`src/rtl/alu_arbiter_if.sv`:
```
// Two-port request/response handshake bundle plus the shared-ALU side-band.
// The slave modport is the arbiter; the master modport is the environment.
interface alu_arbiter_if #(parameter int WIDTH = 32);
    logic             req0_valid, req1_valid;
    logic             req0_ready, req1_ready;
    logic [WIDTH-1:0] req0_a, req1_a;
    logic [WIDTH-1:0] req0_b, req1_b;
    logic [3:0]       req0_ctrl, req1_ctrl;
    logic             rsp0_valid, rsp1_valid;
    logic             rsp0_ready, rsp1_ready;
    logic [WIDTH-1:0] rsp0_result, rsp1_result;
    logic             rsp0_zero, rsp1_zero;
    logic [WIDTH-1:0] alu_a, alu_b;
    logic [3:0]       alu_ctrl;
    logic [WIDTH-1:0] alu_result;
    logic             alu_zero;
    logic             last_grant;

    modport slave (
        input  req0_valid, req1_valid, req0_a, req1_a, req0_b, req1_b,
               req0_ctrl, req1_ctrl, rsp0_ready, rsp1_ready, alu_result, alu_zero,
        output req0_ready, req1_ready, rsp0_valid, rsp1_valid,
               rsp0_result, rsp1_result, rsp0_zero, rsp1_zero,
               alu_a, alu_b, alu_ctrl, last_grant
    );

    modport master (
        output req0_valid, req1_valid, req0_a, req1_a, req0_b, req1_b,
               req0_ctrl, req1_ctrl, rsp0_ready, rsp1_ready, alu_result, alu_zero,
        input  req0_ready, req1_ready, rsp0_valid, rsp1_valid,
               rsp0_result, rsp1_result, rsp0_zero, rsp1_zero,
               alu_a, alu_b, alu_ctrl, last_grant
    );
endinterface

```
`src/rtl/alu_arbiter.sv`:
```
// Round-robin share of one combinational ALU between two requesters, with a
// one-entry registered response buffer per port.
module alu_arbiter #(
    parameter int WIDTH = 32
) (
    input  logic         clk,
    input  logic         reset,
    alu_arbiter_if.slave bus
);
    logic elig0, elig1;
    logic gnt0, gnt1;

    // A port may issue in the same cycle its buffer is being drained.
    assign elig0 = bus.req0_valid && (!bus.rsp0_valid || bus.rsp0_ready);
    assign elig1 = bus.req1_valid && (!bus.rsp1_valid || bus.rsp1_ready);

    assign gnt0 = !reset && elig0 && (!elig1 || bus.last_grant);
    assign gnt1 = !reset && elig1 && (!elig0 || !bus.last_grant);

    assign bus.req0_ready = gnt0;
    assign bus.req1_ready = gnt1;

    always_comb begin
        bus.alu_a    = '0;
        bus.alu_b    = '0;
        bus.alu_ctrl = 4'b0000;
        if (gnt0) begin
            bus.alu_a    = bus.req0_a;
            bus.alu_b    = bus.req0_b;
            bus.alu_ctrl = bus.req0_ctrl;
        end else if (gnt1) begin
            bus.alu_a    = bus.req1_a;
            bus.alu_b    = bus.req1_b;
            bus.alu_ctrl = bus.req1_ctrl;
        end
    end

    always_ff @(posedge clk) begin
        if (reset) begin
            bus.rsp0_valid  <= 1'b0;
            bus.rsp1_valid  <= 1'b0;
            bus.rsp0_result <= '0;
            bus.rsp1_result <= '0;
            bus.rsp0_zero   <= 1'b0;
            bus.rsp1_zero   <= 1'b0;
            bus.last_grant  <= 1'b1;
        end else begin
            // A grant on the same edge as a consume reloads the buffer.
            if (gnt0) begin
                bus.rsp0_result <= bus.alu_result;
                bus.rsp0_zero   <= bus.alu_zero;
                bus.rsp0_valid  <= 1'b1;
            end else if (bus.rsp0_ready) begin
                bus.rsp0_valid  <= 1'b0;
            end
            if (gnt1) begin
                bus.rsp1_result <= bus.alu_result;
                bus.rsp1_zero   <= bus.alu_zero;
                bus.rsp1_valid  <= 1'b1;
            end else if (bus.rsp1_ready) begin
                bus.rsp1_valid  <= 1'b0;
            end
            if (gnt0)      bus.last_grant <= 1'b0;
            else if (gnt1) bus.last_grant <= 1'b1;
        end
    end
endmodule

```
`src/flat_wrapper.sv`:
```
// flat-port wrapper written by rule: the top's interface ports become plain ports
module alu_arbiter_flat 
#(
    parameter int WIDTH = 32
)
  (clk, reset, bus_req0_valid, bus_req1_valid, bus_req0_a, bus_req1_a, bus_req0_b, bus_req1_b, bus_req0_ctrl, bus_req1_ctrl, bus_rsp0_ready, bus_rsp1_ready, bus_alu_result, bus_alu_zero, bus_req0_ready, bus_req1_ready, bus_rsp0_valid, bus_rsp1_valid, bus_rsp0_result, bus_rsp1_result, bus_rsp0_zero, bus_rsp1_zero, bus_alu_a, bus_alu_b, bus_alu_ctrl, bus_last_grant);
  alu_arbiter_if #(.WIDTH(WIDTH)) bus_i ();
  input  logic clk;
  input  logic reset;
  input wire logic [$bits(bus_i.req0_valid)-1:0] bus_req0_valid;
  input wire logic [$bits(bus_i.req1_valid)-1:0] bus_req1_valid;
  input wire logic [$bits(bus_i.req0_a)-1:0] bus_req0_a;
  input wire logic [$bits(bus_i.req1_a)-1:0] bus_req1_a;
  input wire logic [$bits(bus_i.req0_b)-1:0] bus_req0_b;
  input wire logic [$bits(bus_i.req1_b)-1:0] bus_req1_b;
  input wire logic [$bits(bus_i.req0_ctrl)-1:0] bus_req0_ctrl;
  input wire logic [$bits(bus_i.req1_ctrl)-1:0] bus_req1_ctrl;
  input wire logic [$bits(bus_i.rsp0_ready)-1:0] bus_rsp0_ready;
  input wire logic [$bits(bus_i.rsp1_ready)-1:0] bus_rsp1_ready;
  input wire logic [$bits(bus_i.alu_result)-1:0] bus_alu_result;
  input wire logic [$bits(bus_i.alu_zero)-1:0] bus_alu_zero;
  output wire logic [$bits(bus_i.req0_ready)-1:0] bus_req0_ready;
  output wire logic [$bits(bus_i.req1_ready)-1:0] bus_req1_ready;
  output wire logic [$bits(bus_i.rsp0_valid)-1:0] bus_rsp0_valid;
  output wire logic [$bits(bus_i.rsp1_valid)-1:0] bus_rsp1_valid;
  output wire logic [$bits(bus_i.rsp0_result)-1:0] bus_rsp0_result;
  output wire logic [$bits(bus_i.rsp1_result)-1:0] bus_rsp1_result;
  output wire logic [$bits(bus_i.rsp0_zero)-1:0] bus_rsp0_zero;
  output wire logic [$bits(bus_i.rsp1_zero)-1:0] bus_rsp1_zero;
  output wire logic [$bits(bus_i.alu_a)-1:0] bus_alu_a;
  output wire logic [$bits(bus_i.alu_b)-1:0] bus_alu_b;
  output wire logic [$bits(bus_i.alu_ctrl)-1:0] bus_alu_ctrl;
  output wire logic [$bits(bus_i.last_grant)-1:0] bus_last_grant;
  assign bus_i.req0_valid = bus_req0_valid;
  assign bus_i.req1_valid = bus_req1_valid;
  assign bus_i.req0_a = bus_req0_a;
  assign bus_i.req1_a = bus_req1_a;
  assign bus_i.req0_b = bus_req0_b;
  assign bus_i.req1_b = bus_req1_b;
  assign bus_i.req0_ctrl = bus_req0_ctrl;
  assign bus_i.req1_ctrl = bus_req1_ctrl;
  assign bus_i.rsp0_ready = bus_rsp0_ready;
  assign bus_i.rsp1_ready = bus_rsp1_ready;
  assign bus_i.alu_result = bus_alu_result;
  assign bus_i.alu_zero = bus_alu_zero;
  assign bus_req0_ready = bus_i.req0_ready;
  assign bus_req1_ready = bus_i.req1_ready;
  assign bus_rsp0_valid = bus_i.rsp0_valid;
  assign bus_rsp1_valid = bus_i.rsp1_valid;
  assign bus_rsp0_result = bus_i.rsp0_result;
  assign bus_rsp1_result = bus_i.rsp1_result;
  assign bus_rsp0_zero = bus_i.rsp0_zero;
  assign bus_rsp1_zero = bus_i.rsp1_zero;
  assign bus_alu_a = bus_i.alu_a;
  assign bus_alu_b = bus_i.alu_b;
  assign bus_alu_ctrl = bus_i.alu_ctrl;
  assign bus_last_grant = bus_i.last_grant;
  alu_arbiter #(.WIDTH(WIDTH)) u_core (.clk(clk), .reset(reset), .bus(bus_i));
endmodule
```
`config.mk`:
```
export PLATFORM = sky130hd
export DESIGN_NAME = alu_arbiter_flat
export DESIGN_NICKNAME = d
export VERILOG_FILES = /design/src/rtl/alu_arbiter_if.sv /design/src/rtl/alu_arbiter.sv /design/src/flat_wrapper.sv
export SDC_FILE = /design/constraint.sdc
export NUM_CORES = 1
export LEC_CHECK = 0
export BUFFER_PORTS_ARGS = -buffer_cell sky130_fd_sc_hd__buf_2
export CAP_MARGIN = 10
export CORE_AREA = 2 2 122 124
export CTS_BUF_LIST = sky130_fd_sc_hd__clkbuf_16
export CTS_CLUSTER_SIZE = 20
export DETAILED_ROUTE_END_ITERATION = 12
export DIE_AREA = 0 0 124 126
export PLACE_DENSITY = 0.71
export SETUP_SLACK_MARGIN = 0.15
export SLEW_MARGIN = 10
export SYNTH_ARGS = -nofsm -noshare
export SYNTH_HDL_FRONTEND = slang
export SYNTH_SLANG_ARGS = --single-unit
```
`constraint.sdc`:
```
create_clock -name clk -period 1.8 [get_ports clk]
set_input_delay 0 -clock clk [delete_from_list [all_inputs] [get_ports clk]]
set_output_delay 0 -clock clk [all_outputs]
set_load 0.01 [all_outputs]
```
; Word-level counts from Yosys, hierarchy flattened
; Index checks and enable logic that the tools add are counted.
[totals]
regBits = 69
[op_classes]
mux = 12
reduce_logical = 19
[ops]
columns = cell, count
row1 = 32-bit 2-to-1 mux, 4
row2 = 4-bit 2-to-1 mux, 2
row3 = 1-bit logical AND, 6
row4 = 1-bit logical NOT, 6
row5 = 1-bit 2-to-1 mux, 6
row6 = 2-bit nonzero test, 3
row7 = 1-bit logical OR, 4

; Longest topological paths before layout
; Gate-level depths: netlist (run 1).
[logic_depth]
word_depth = 8
depth_mapped = 5
mapped_depth_nobuf = 3

; Least setup slack after synthesis (run 1)
; Ideal clock, no wire load.
[synth_timing]
kind = reg2reg
start = register u_core.bus.rsp1_valid
end = register u_core.bus.rsp0_result[11] (netlist name)
arrival_ns = 1.290
setup_ns = 0.072
required_time_ns = 1.728
path_stages_with_launch = 6
setup_slack_ns = 0.439
cell_sequence = dfxtp_1 > nor2b_1 > o211a_1 > buf_4 > buf_6 > mux2i_1
[synth_between]
elab_chain_cells = 6
[synth_lines]
columns = item, line
row1 = start: declaration, alu_arbiter_if.sv:22  ; output req0_ready, req1_ready, rsp0_valid, rsp1_valid,
row2 = start signal: assignment, alu_arbiter.sv:41  ; bus.rsp1_valid <= 1'b0;
row3 = start signal: assignment, alu_arbiter.sv:59  ; bus.rsp1_valid <= 1'b1;
row4 = start signal: assignment, alu_arbiter.sv:61  ; bus.rsp1_valid <= 1'b0;
row5 = 1-bit logical NOT, alu_arbiter.sv:15  ; assign elig1 = bus.req1_valid && (!bus.rsp1_valid || bus.rsp1_ready);
row6 = 1-bit logical OR, alu_arbiter.sv:15
row7 = 1-bit logical AND, alu_arbiter.sv:15
row8 = 1-bit logical NOT, alu_arbiter.sv:17  ; assign gnt0 = !reset && elig0 && (!elig1 || bus.last_grant);
row9 = 1-bit logical OR, alu_arbiter.sv:17
row10 = 1-bit logical AND, alu_arbiter.sv:17
row11 = end signal: assignment, alu_arbiter.sv:50  ; bus.rsp0_result <= bus.alu_result;
row12 = end: declaration, alu_arbiter_if.sv:23  ; rsp0_result, rsp1_result, rsp0_zero, rsp1_zero,
; Every way passes these cells.
; A chain may end at the register's enable or synchronous reset.

; Worst setup path after layout (run 1)
[layout_timing]
start = register u_core.bus.rsp1_valid
end = output port bus_alu_b[25]
[layout_between]
elab_chain_cells = 7
elab_cells_between_ends = 10
cone_classes = mux (2) / reduce/logical (8)
[layout_lines]
columns = item, line
row1 = 1-bit logical NOT (*), alu_arbiter.sv:15
row2 = 1-bit logical OR (*), alu_arbiter.sv:15
row3 = 1-bit logical AND (*), alu_arbiter.sv:15
row4 = 1-bit logical AND or 1-bit logical NOT (tied branches), "alu_arbiter.sv:18, alu_arbiter.sv:17"
row5 = 1-bit logical AND or 1-bit logical OR (tied branches), "alu_arbiter.sv:18, alu_arbiter.sv:17"
row6 = 32-bit 2-to-1 mux or 1-bit logical AND (tied branches), "alu_arbiter.sv:31, alu_arbiter.sv:17"
row7 = 32-bit 2-to-1 mux (*), alu_arbiter.sv:27  ; if (gnt0) begin
row8 = end: declaration, flat_wrapper.sv:31  ; output wire logic [$bits(bus_i.alu_b)-1:0] bus_alu_b;
; Mark *: on every way between the ends. The rest lies on a longest branch, timed or not.

==> results of run 1 <==
[state kept, by name, summed over array words and instances (netlist names)]
signal,flops
u_core.bus.rsp1_valid,1
u_core.bus.rsp0_zero,1
u_core.bus.rsp1_result,32
u_core.bus.last_grant,1
u_core.bus.rsp0_valid,1
u_core.bus.rsp0_result,32
u_core.bus.rsp1_zero,1
[synthesized netlist by cell type]
cell	instances	area (um^2)
nand2b_1	170	1060
o211a_1	2	20.0
o211ai_2	1	12.5
o211ai_1	1	7.51
nor2_1	3	11.3
mux2i_1	66	661
nor2b_1	2	12.5
nand2_1	2	7.51
o21ai_0	1	5.00
a21oi_1	2	10.0
dfxtp_1	69	1380
clkbuf_1	33	124
inv_1	68	255
buf_6	5	56.3
a211o_1	1	8.76
o32ai_1	68	596
buf_2	8	40.0
buf_4	2	15.0
[cell type report]
| cell class | count | area (um^2) |
|---|---|---|
| fill | 1232 | 6520 |
| tap | 184 | 230 |
| inverter | 68 | 255 |
| clock inverter | 7 | 66.3 |
| multi-input combinational | 319 | 3080 |
| clock buffer | 9 | 225 |
| sequential | 69 | 1390 |
| timing repair buffer | 386 | 2550 |
| antenna | 1 | 2.50 |
[what timing repair did]
action                                  CTS  global route
pin swaps                                 3             9
resized for setup                        52            49
setup buffers                             9             3
endpoints found under the setup margin   70            70
cloned                                    5            10
hold buffers                             34             0
hold endpoints to repair                 68             0
[kinds of logic after synthesis]
family / after synthesis / synth area share
mux: 66 / 0.154
compound gates: 76 / 0.154
flops: 69 / 0.322
buf+inv: 116 / 0.114
simple gates: 177 / 0.255
[layer usage]
metal | share of wire | up-vias | wire [um] | track usage
met1 | 0.38 | 2390 | 7460 | 0.237
li1 | - | 2398 | - | -
met2 | 0.50 | 235 | 9750 | 0.357
met3 | 0.081 | 47 | 1580 | 0.0589
met5 | 0.0010 | - | 20 | 0
met4 | 0.031 | 4 | 607 | 0.0714
[metrics by stage]
step                instance area (um^2)  TNS [ns]  cells   util
floorplan                           4290         0    504      -
CTS                                 7170         0   1029  0.501
finish                              7800  -0.00143   1043  0.545
detailed placement                  6020         0    965  0.421
global placement                    6020         0    965  0.421
global route                        7800    -0.367   1043  0.545
[where the power goes]
part | switching (mW) | internal, mW
Clock | 0.654 | 1.06
Sequential | 0.0584 | 1.64
Combinational | 0.866 | 0.884
[critical path: stages, from the launching register on]
cell and delay [ns]:
dfxtp_4 0.34, nor2b_4 0.14, o211ai_1 0.12, buf_4 0.18
buf_4 0.16, buf_12 0.14, o32ai_1 0.19, buf_2 0.22
[how the worst max path moves through the flow]
stage	end	cells past startpoint	startpoint
2_1_floorplan	u_core.bus.rsp0_result[11]	5	u_core.bus.rsp1_valid
4_1_cts	bus_alu_b[28]	7	u_core.bus.last_grant
3_5_place_dp	bus_alu_a[29]	5	u_core.bus.rsp0_valid
5_1_grt	bus_alu_b[25]	7	u_core.bus.rsp1_valid
3_3_place_gp	bus_alu_a[29]	5	u_core.bus.rsp0_valid
6_report	bus_alu_b[25]	7	u_core.bus.rsp1_valid
==> impl_metrics.yaml, run 1 <==
sta:
  worst_pin_slew_ns: 0.406
  slew_headroom: 0.729
  fin_ws_ns: -0.00143
  maxSlewViolCount: 0
  finalHoldViolations: 0
  rsz0062_at_grt: "yes"
  finalCriticalPeriod_ns: 1.80
  fmax_ghz: 0.555
  fin_crit_sh: 1.00
  skew_ns: 0.00288
  fin_hold_ws_ns: 0.0478
  finalSetupViolCount: 1
critical_path:
  reg2reg_to: "u_core.bus.rsp1_result[29]"
  crit_path_end_kind: "primary output"
  critPathLaunchType: "flop"
  worstPathArrival_ns: 1.80
  reg2reg_from: "u_core.bus.rsp0_valid"
  crit_fanout: 5
  worst-r2r-setup-slack_ns: 0.24
  crit_required_ns: 1.80
  ff2ff_path_depth: 5
  worstSetupPathType: "flop to primary output"
final_layout:
  syn_to_final_growth_pct: 81.9
  mostFrequentLayoutCells: "buf_2 (311), nand2b_1 (167), inv_1 (68)"
  drive_above_1_share: 0.507
  final_nets: 1028
  layout_commonest_cell: "buf_2"
drt:
  drt_iter0_drc: 237
  vias_per_cell: 4.86
  drt-wirelength-per-cell_um: 18.6
  routed_wl_um: 19400
  drc: 0
  postRouteAntennaNets: 0
  dr.pass1.iters: 5
  vias: 5074
placement:
  portBuffers: 313
  gp_congestion: 0.773
  dp_hpwl_um: 11400
  pre_cts_ws_ns: 0.137
hold_path:
  hp-start: "bus_rsp0_ready"
  hold_depth: 3
  min_path_type: "input pin to flop"
  hold_end: "u_core.bus.rsp0_valid"
clock_tree:
  root_buffer: "clkbuf_16"
  ctsHtreeMaxLevel: 3
  clk_path_buf_depth: 2
  clkSinkCount: 69
  cts_buffers: 9
  worstSkewPairLatency_ns: 0.32
  cts_tree: "built"
  clk_pin_slew_ns: 0.05
global_routing:
  grt_overflow: 0
  grt_pass1_wl_um: 24600
  grt_usage: 0.205
  grt_max_degree: 84
  antenna_found_initial: 5
  first_global_vias: 4584
synth:
  synthesis.nets: 679
  ys_ff_latch: 69
  synth_warnings: 0
  avgSynthCellArea_um2: 8.51
  synthCells: 504
  ys_types: 18
  seq_area_frac_synth: 0.322
  syn_area_um2: 4290
floorplan:
  rows: 44
  die_w_um: 124
  start_util: 0.299
  die_h_um: 126
  core_area_um2: 14300
  dieArea_um2: 15600
  io_pins: 314
flow_run:
  maxCapViolCount: 0
power_and_ir_drop:
  peakVddDrop_mv: 0.653
  totalPowerFinal_mw: 5.16
  p_leak_nw: 3.94
  pwr_density_cell_nw_per_um2: 662
outcome:
  status: "complete, but fails checks"
  violations: "negative setup slack"
No activity file was read; power rests on OpenSTA's default activity.
==> inputs of run 2 (changes only) <==
--- a/config.mk
+++ b/config.mk
@@ -7,12 +7,12 @@
 export LEC_CHECK = 0
 export BUFFER_PORTS_ARGS = -buffer_cell sky130_fd_sc_hd__buf_2
 export CAP_MARGIN = 10
-export CORE_AREA = 2 2 122 124
+export CORE_AREA = 3 3 122 124
 export CTS_BUF_LIST = sky130_fd_sc_hd__clkbuf_16
 export CTS_CLUSTER_SIZE = 20
 export DETAILED_ROUTE_END_ITERATION = 12
-export DIE_AREA = 0 0 124 126
-export PLACE_DENSITY = 0.71
+export DIE_AREA = 0 0 125 127
+export PLACE_DENSITY = 0.72
 export SETUP_SLACK_MARGIN = 0.15
 export SLEW_MARGIN = 10
 export SYNTH_ARGS = -nofsm -noshare
==> constraint.sdc (replaced) <==
create_clock -name clk -period 2.1 [get_ports clk]
set_input_delay 0 -clock clk [delete_from_list [all_inputs] [get_ports clk]]
set_output_delay 0 -clock clk [all_outputs]
set_load 0.01 [all_outputs]
==> impl_metrics.yaml, run 2 (synthesized netlist as in run 1, its figures left out) <==
sta:
  finalCriticalPeriod_ns: 1.85
  fin_crit_sh: 0.879
  fin_hold_ws_ns: 0.0710
  fmax_ghz: 0.542
  finalHoldViolations: 0
  slew_headroom: 0.653
  rsz0062_at_grt: "yes"
  worst_pin_slew_ns: 0.519
  skew_ns: 0.00528
  fin_setup_tns_ns: 0
  maxSlewViolCount: 0
  finalSetupViolCount: 0
critical_path:
  worst-r2r-setup-slack_ns: 0.56
  ff2ff_path_depth: 4
  cp_cell_sequence: "nand2b_1 > o211ai_4 > buf_12 > o32ai_1 > buf_2"
  critical_path.slowest_cell: "dfxtp_1"
  crit_required_ns: 2.10
  critPathMaxStageDelay_ns: 0.33
  worstPathArrival_ns: 1.85
  reg2reg_from: "u_core.bus.rsp1_valid"
  crit_fanout: 43
  reg2reg_to: "u_core.bus.rsp0_zero"
  crit_path_end_kind: "primary output"
  cp-startpoint: "u_core.bus.rsp1_valid"
  critPathLaunchType: "flop"
  worstSetupPathType: "flop to primary output"
hold_path:
  hold_end: "u_core.bus.last_grant"
  min_path_type: "input pin to flop"
  hold_depth: 4
  hp-start: "bus_rsp1_ready"
power_and_ir_drop:
  switchingPower_mw: 1.15
  peakVddDrop_mv: 0.425
  pwr_density_cell_nw_per_um2: 599
  p_leak_nw: 3.57
  totalPowerFinal_mw: 4.01
  power_frac_comb: 0.278
  clkPwrFrac: 0.359
  intPower_mw: 2.86
  seq_power_share: 0.363
  power_switching_share: 0.287
clock_tree:
  worstSkewPairLatency_ns: 0.32
  cts_buffers: 9
  clk_pin_slew_ns: 0.05
  root_buffer: "clkbuf_16"
  ctsHtreeMaxLevel: 3
  cts_tree: "built"
  clkSinkCount: 69
  clk_path_buf_depth: 2
placement:
  dp_hpwl_um: 12100
  portBuffers: 313
  gp_congestion: 0.899
final_layout:
  postLayoutCoreUtil: 0.483
  syn_to_final_growth_pct: 56.3
  layout_commonest_cell: "buf_2"
  largest_registers: "u_core.bus.rsp0_result x32, u_core.bus.rsp1_result x32"
  final_nets: 1005
  fill_cells: 1317
  drive_above_1_share: 0.413
  mostFrequentLayoutCells: "buf_2 (312), nand2b_1 (170), inv_1 (70)"
global_routing:
  grt_max_degree: 79
  grt_overflow: 0
  grt_pass1_wl_um: 24800
  first_global_vias: 4606
  antenna_found_initial: 3
  grt_usage: 0.193
drt:
  routed_wl_um: 16500
  drt_iter0_drc: 196
  vias: 4792
  drt-wirelength-per-cell_um: 16.2
  drc: 0
  dr.pass1.iters: 5
  postRouteAntennaNets: 0
  vias_per_cell: 4.72
floorplan:
  io_pins: 314
  dieArea_um2: 15900
  rows: 43
  core_area_um2: 13900
  die_h_um: 127
  start_util: 0.309
  die_w_um: 125
flow_run:
  maxCapViolCount: 0
outcome:
  status: "completed"
-- run 2: worst max-delay path by stage --
stage / end / slack (ns) / cells after the start
after CTS: bus_alu_a[30] / 0.19 / 5
final: bus_alu_a[11] / 0.25 / 5
after detailed placement: u_core.bus.rsp1_result[31] / 0.40 / 4
after floorplan: u_core.bus.rsp0_result[11] / 0.74 / 5
after global routing: bus_alu_a[5] / 0.15 / 5
after global placement: bus_alu_b[4] / 0.44 / 5
-- run 2: layer usage --
metal  vias up  GRT usage  wire length [um]
li1       2357          -                 -
met1      2208      0.238              6570
met2       211      0.337              8410
met3        16     0.0497              1250
met4         0     0.0491               228
met5         -          0                 0
-- run 2: layout make-up --
class,instances,area (um^2),area share
clock inverter,7,58.8,0.00878
clock buffer,9,225,0.0336
tap,180,225,0.0336
inverter,68,255,0.0381
antenna,1,2.50,0.000373
multi-input combinational,320,2450,0.365
sequential,69,1380,0.206
timing repair buffer,362,2110,0.314
-- run 2: critical path, delay by kind of cell (launching register included) --
| family | cells | cell delay, ns |
|---|---|---|
| buffers and inverters | 2 | 0.42 |
| flip-flops | 1 | 0.33 |
| AO/OA/AOI/OAI | 2 | 0.50 |
| AND/OR/NAND/NOR | 1 | 0.24 |
-- run 2: power by group through the flow --
stage               registers [mW]  logic [mW]  clock network [mW]
floorplan                     1.53       0.532                   0
global placement              1.48        1.03                   0
detailed placement            1.48        1.04                   0
CTS                           1.46        1.11                1.48
global route                  1.47        1.22                1.54
finish                        1.46        1.12                1.44
-- run 2: what timing repair did --
action	4_1_cts	5_1_grt
buffers inserted	2	1
hold buffers	34	0
pin swaps	1	2
cloned	1	1
gates resized for setup	1	4
hold endpoints to repair	67	0
endpoints found under the setup margin	49	54
-- run 2: metrics by stage --
| stage | std cells | setup slack [ns] | instance area, um^2 |
|---|---|---|---|
| floorplan | 504 | 0.739 | 4290 |
| global placement | 960 | 0.440 | 6010 |
| detailed placement | 960 | 0.401 | 6010 |
| CTS | 1013 | 0.193 | 6670 |
| global route | 1016 | 0.147 | 6700 |
| finish | 1016 | 0.254 | 6700 |
==> inputs of run 3 (changes only) <==
--- a/config.mk
+++ b/config.mk
@@ -12,7 +12,8 @@
 export CTS_CLUSTER_SIZE = 20
 export DETAILED_ROUTE_END_ITERATION = 12
 export DIE_AREA = 0 0 125 127
-export PLACE_DENSITY = 0.72
+export MAX_ROUTING_LAYER = met4
+export PLACE_DENSITY = 0.75
 export SETUP_SLACK_MARGIN = 0.15
 export SLEW_MARGIN = 10
 export SYNTH_ARGS = -nofsm -noshare
==> constraint.sdc (replaced) <==
create_clock -name clk -period 1.61 [get_ports clk]
set_input_delay 0 -clock clk [delete_from_list [all_inputs] [get_ports clk]]
set_output_delay 0 -clock clk [all_outputs]
set_load 0.005 [all_outputs]
==> impl_metrics.yaml, run 3 (synthesized netlist as in run 1, its figures left out) <==
global_routing:
  grt_pass1_wl_um: 27500
  grt_usage: 0.224
  antenna_found_initial: 5
  grt_overflow: 0
  first_global_vias: 5122
  grt_max_degree: 87
clock_tree:
  clk_path_buf_depth: 2
  root_buffer: "clkbuf_16"
  worstSkewPairLatency_ns: 0.33
  clkSinkCount: 69
  cts_tree: "built"
  clk_pin_slew_ns: 0.06
  cts_buffers: 9
  ctsHtreeMaxLevel: 3
outcome:
  violations: "negative setup slack"
  status: "complete, but fails checks"
power_and_ir_drop:
  p_leak_nw: 4.10
  power_frac_comb: 0.357
  power_switching_share: 0.299
  peakVddDrop_mv: 0.770
  intPower_mw: 4.14
  clkPwrFrac: 0.320
  seq_power_share: 0.323
  switchingPower_mw: 1.76
  pwr_density_cell_nw_per_um2: 712
placement:
  gp_congestion: 0.893
  portBuffers: 313
  dp_hpwl_um: 11800
sta:
  fin_ws_ns: -0.239
  rsz0062_at_grt: "yes"
  fmax_ghz: 0.541
  skew_ns: 0.00820
  slew_headroom: 0.701
  worst_pin_slew_ns: 0.449
  finalHoldViolations: 0
  fin_setup_tns_ns: -12.68
  maxSlewViolCount: 0
  fin_crit_sh: 1.15
  finalSetupViolCount: 69
  finalCriticalPeriod_ns: 1.85
  fin_hold_ws_ns: 0.159
drt:
  drt-wirelength-per-cell_um: 20.0
  routed_wl_um: 21300
  vias: 5365
  drc: 0
  dr.pass1.iters: 4
  postRouteAntennaNets: 0
  drt_iter0_drc: 437
  vias_per_cell: 5.04
final_layout:
  largest_registers: "u_core.bus.rsp0_result x32, u_core.bus.rsp1_result x32"
  mostFrequentLayoutCells: "buf_2 (312), nand2b_1 (168), inv_1 (69)"
  drive_above_1_share: 0.528
  layout_commonest_cell: "buf_2"
  syn_to_final_growth_pct: 93.2
  final_nets: 1050
  fill_cells: 1080
critical_path:
  critical_path.top_delay_family: "buffers and inverters"
  worstPathArrival_ns: 1.85
  cp_num_buf_inv: 5
  critPathLaunchType: "flop"
  cp_cell_sequence: "nor2b_4 > o211ai_1 > buf_4 > buf_6 > buf_12 > buf_16 > o32ai_2 > buf_2"
  critPathMaxStageDelay_ns: 0.33
  critical_path.slowest_cell: "dfxtp_2"
  crit_required_ns: 1.61
  worstSetupPathType: "flop to primary output"
  crit_fanout: 7
  crit_path_end_kind: "primary output"
floorplan:
  io_pins: 314
  rows: 43
  core_area_um2: 13900
  start_util: 0.309
  die_w_um: 125
  dieArea_um2: 15900
  die_h_um: 127
flow_run:
  maxCapViolCount: 0
hold_path:
  min_path_type: "input pin to flop"
run 3: cell type report:
class / count / area (um^2) / area share
diodes: 5 / 12.5 / 0.00151
clock buffers: 9 / 225 / 0.0272
clock inverters: 7 / 57.6 / 0.00695
inverters: 68 / 255 / 0.0308
multi-input cells: 319 / 3260 / 0.393
flip-flops and latches: 69 / 1390 / 0.167
well taps: 180 / 225 / 0.0272
repair buffers: 408 / 2870 / 0.346
run 3: path summary, 6_finish.rpt:
kind                                            startpoint                    endpoint  slack [ns]  cells after the start
worst max-delay path                 u_core.bus.rsp1_valid               bus_alu_b[15]       -0.24                      8
worst min-delay path                        bus_rsp1_ready       u_core.bus.rsp1_valid        0.16                      4
worst max register to register       u_core.bus.last_grant   u_core.bus.rsp0_result[0]        0.06                      8
worst min register to register  u_core.bus.rsp0_result[25]  u_core.bus.rsp0_result[25]        0.47                      2
run 3: power by group through the flow:
| stage | clock (mW) | combinational [mW] | sequential [mW] |
|---|---|---|---|
| finish | 1.89 | 2.10 | 1.90 |
| global route | 1.99 | 2.22 | 1.91 |
| CTS | 1.90 | 1.73 | 1.90 |
| detailed placement | 0 | 1.27 | 1.93 |
| global placement | 0 | 1.27 | 1.93 |
| floorplan | 0 | 0.645 | 1.94 |
run 3: repair_timing:
action / CTS / global route
pin swaps: 26 / 44
endpoints found under the setup margin: 78 / 111
gates resized for setup: 68 / 73
buffers inserted: 22 / 9
cloned: 8 / 6
hold endpoints to repair: 66 / 0
hold buffers: 34 / 0
run 3: tightest hold or removal path, delay by kind of cell:
family / cells / cell delay (ns)
AND/OR/NAND/NOR: 1 / 0.16
buffers and inverters: 2 / 0.23
AO/OA/AOI/OAI: 1 / 0.05
run 3: metal layers:
layer	wire (um)	track usage
met2	11300	0.398
met4	881	0.0950
met5	0	-
met1	7990	0.249
met3	1170	0.0401
run 3: per-stage QoR:
step | cells | util | power (mW) | setup slack, ns | instance area (um^2)
6_report | 1065 | 0.597 | 5.90 | -0.239 | 8280
5_1_grt | 1065 | 0.597 | 6.13 | -0.283 | 8280
4_1_cts | 1045 | 0.540 | 5.53 | -0.147 | 7500
3_5_place_dp | 965 | 0.437 | 3.21 | 0.0520 | 6060
3_3_place_gp | 965 | 0.437 | 3.20 | 0.0493 | 6060
2_1_floorplan | 504 | - | 2.59 | 0.292 | 4290
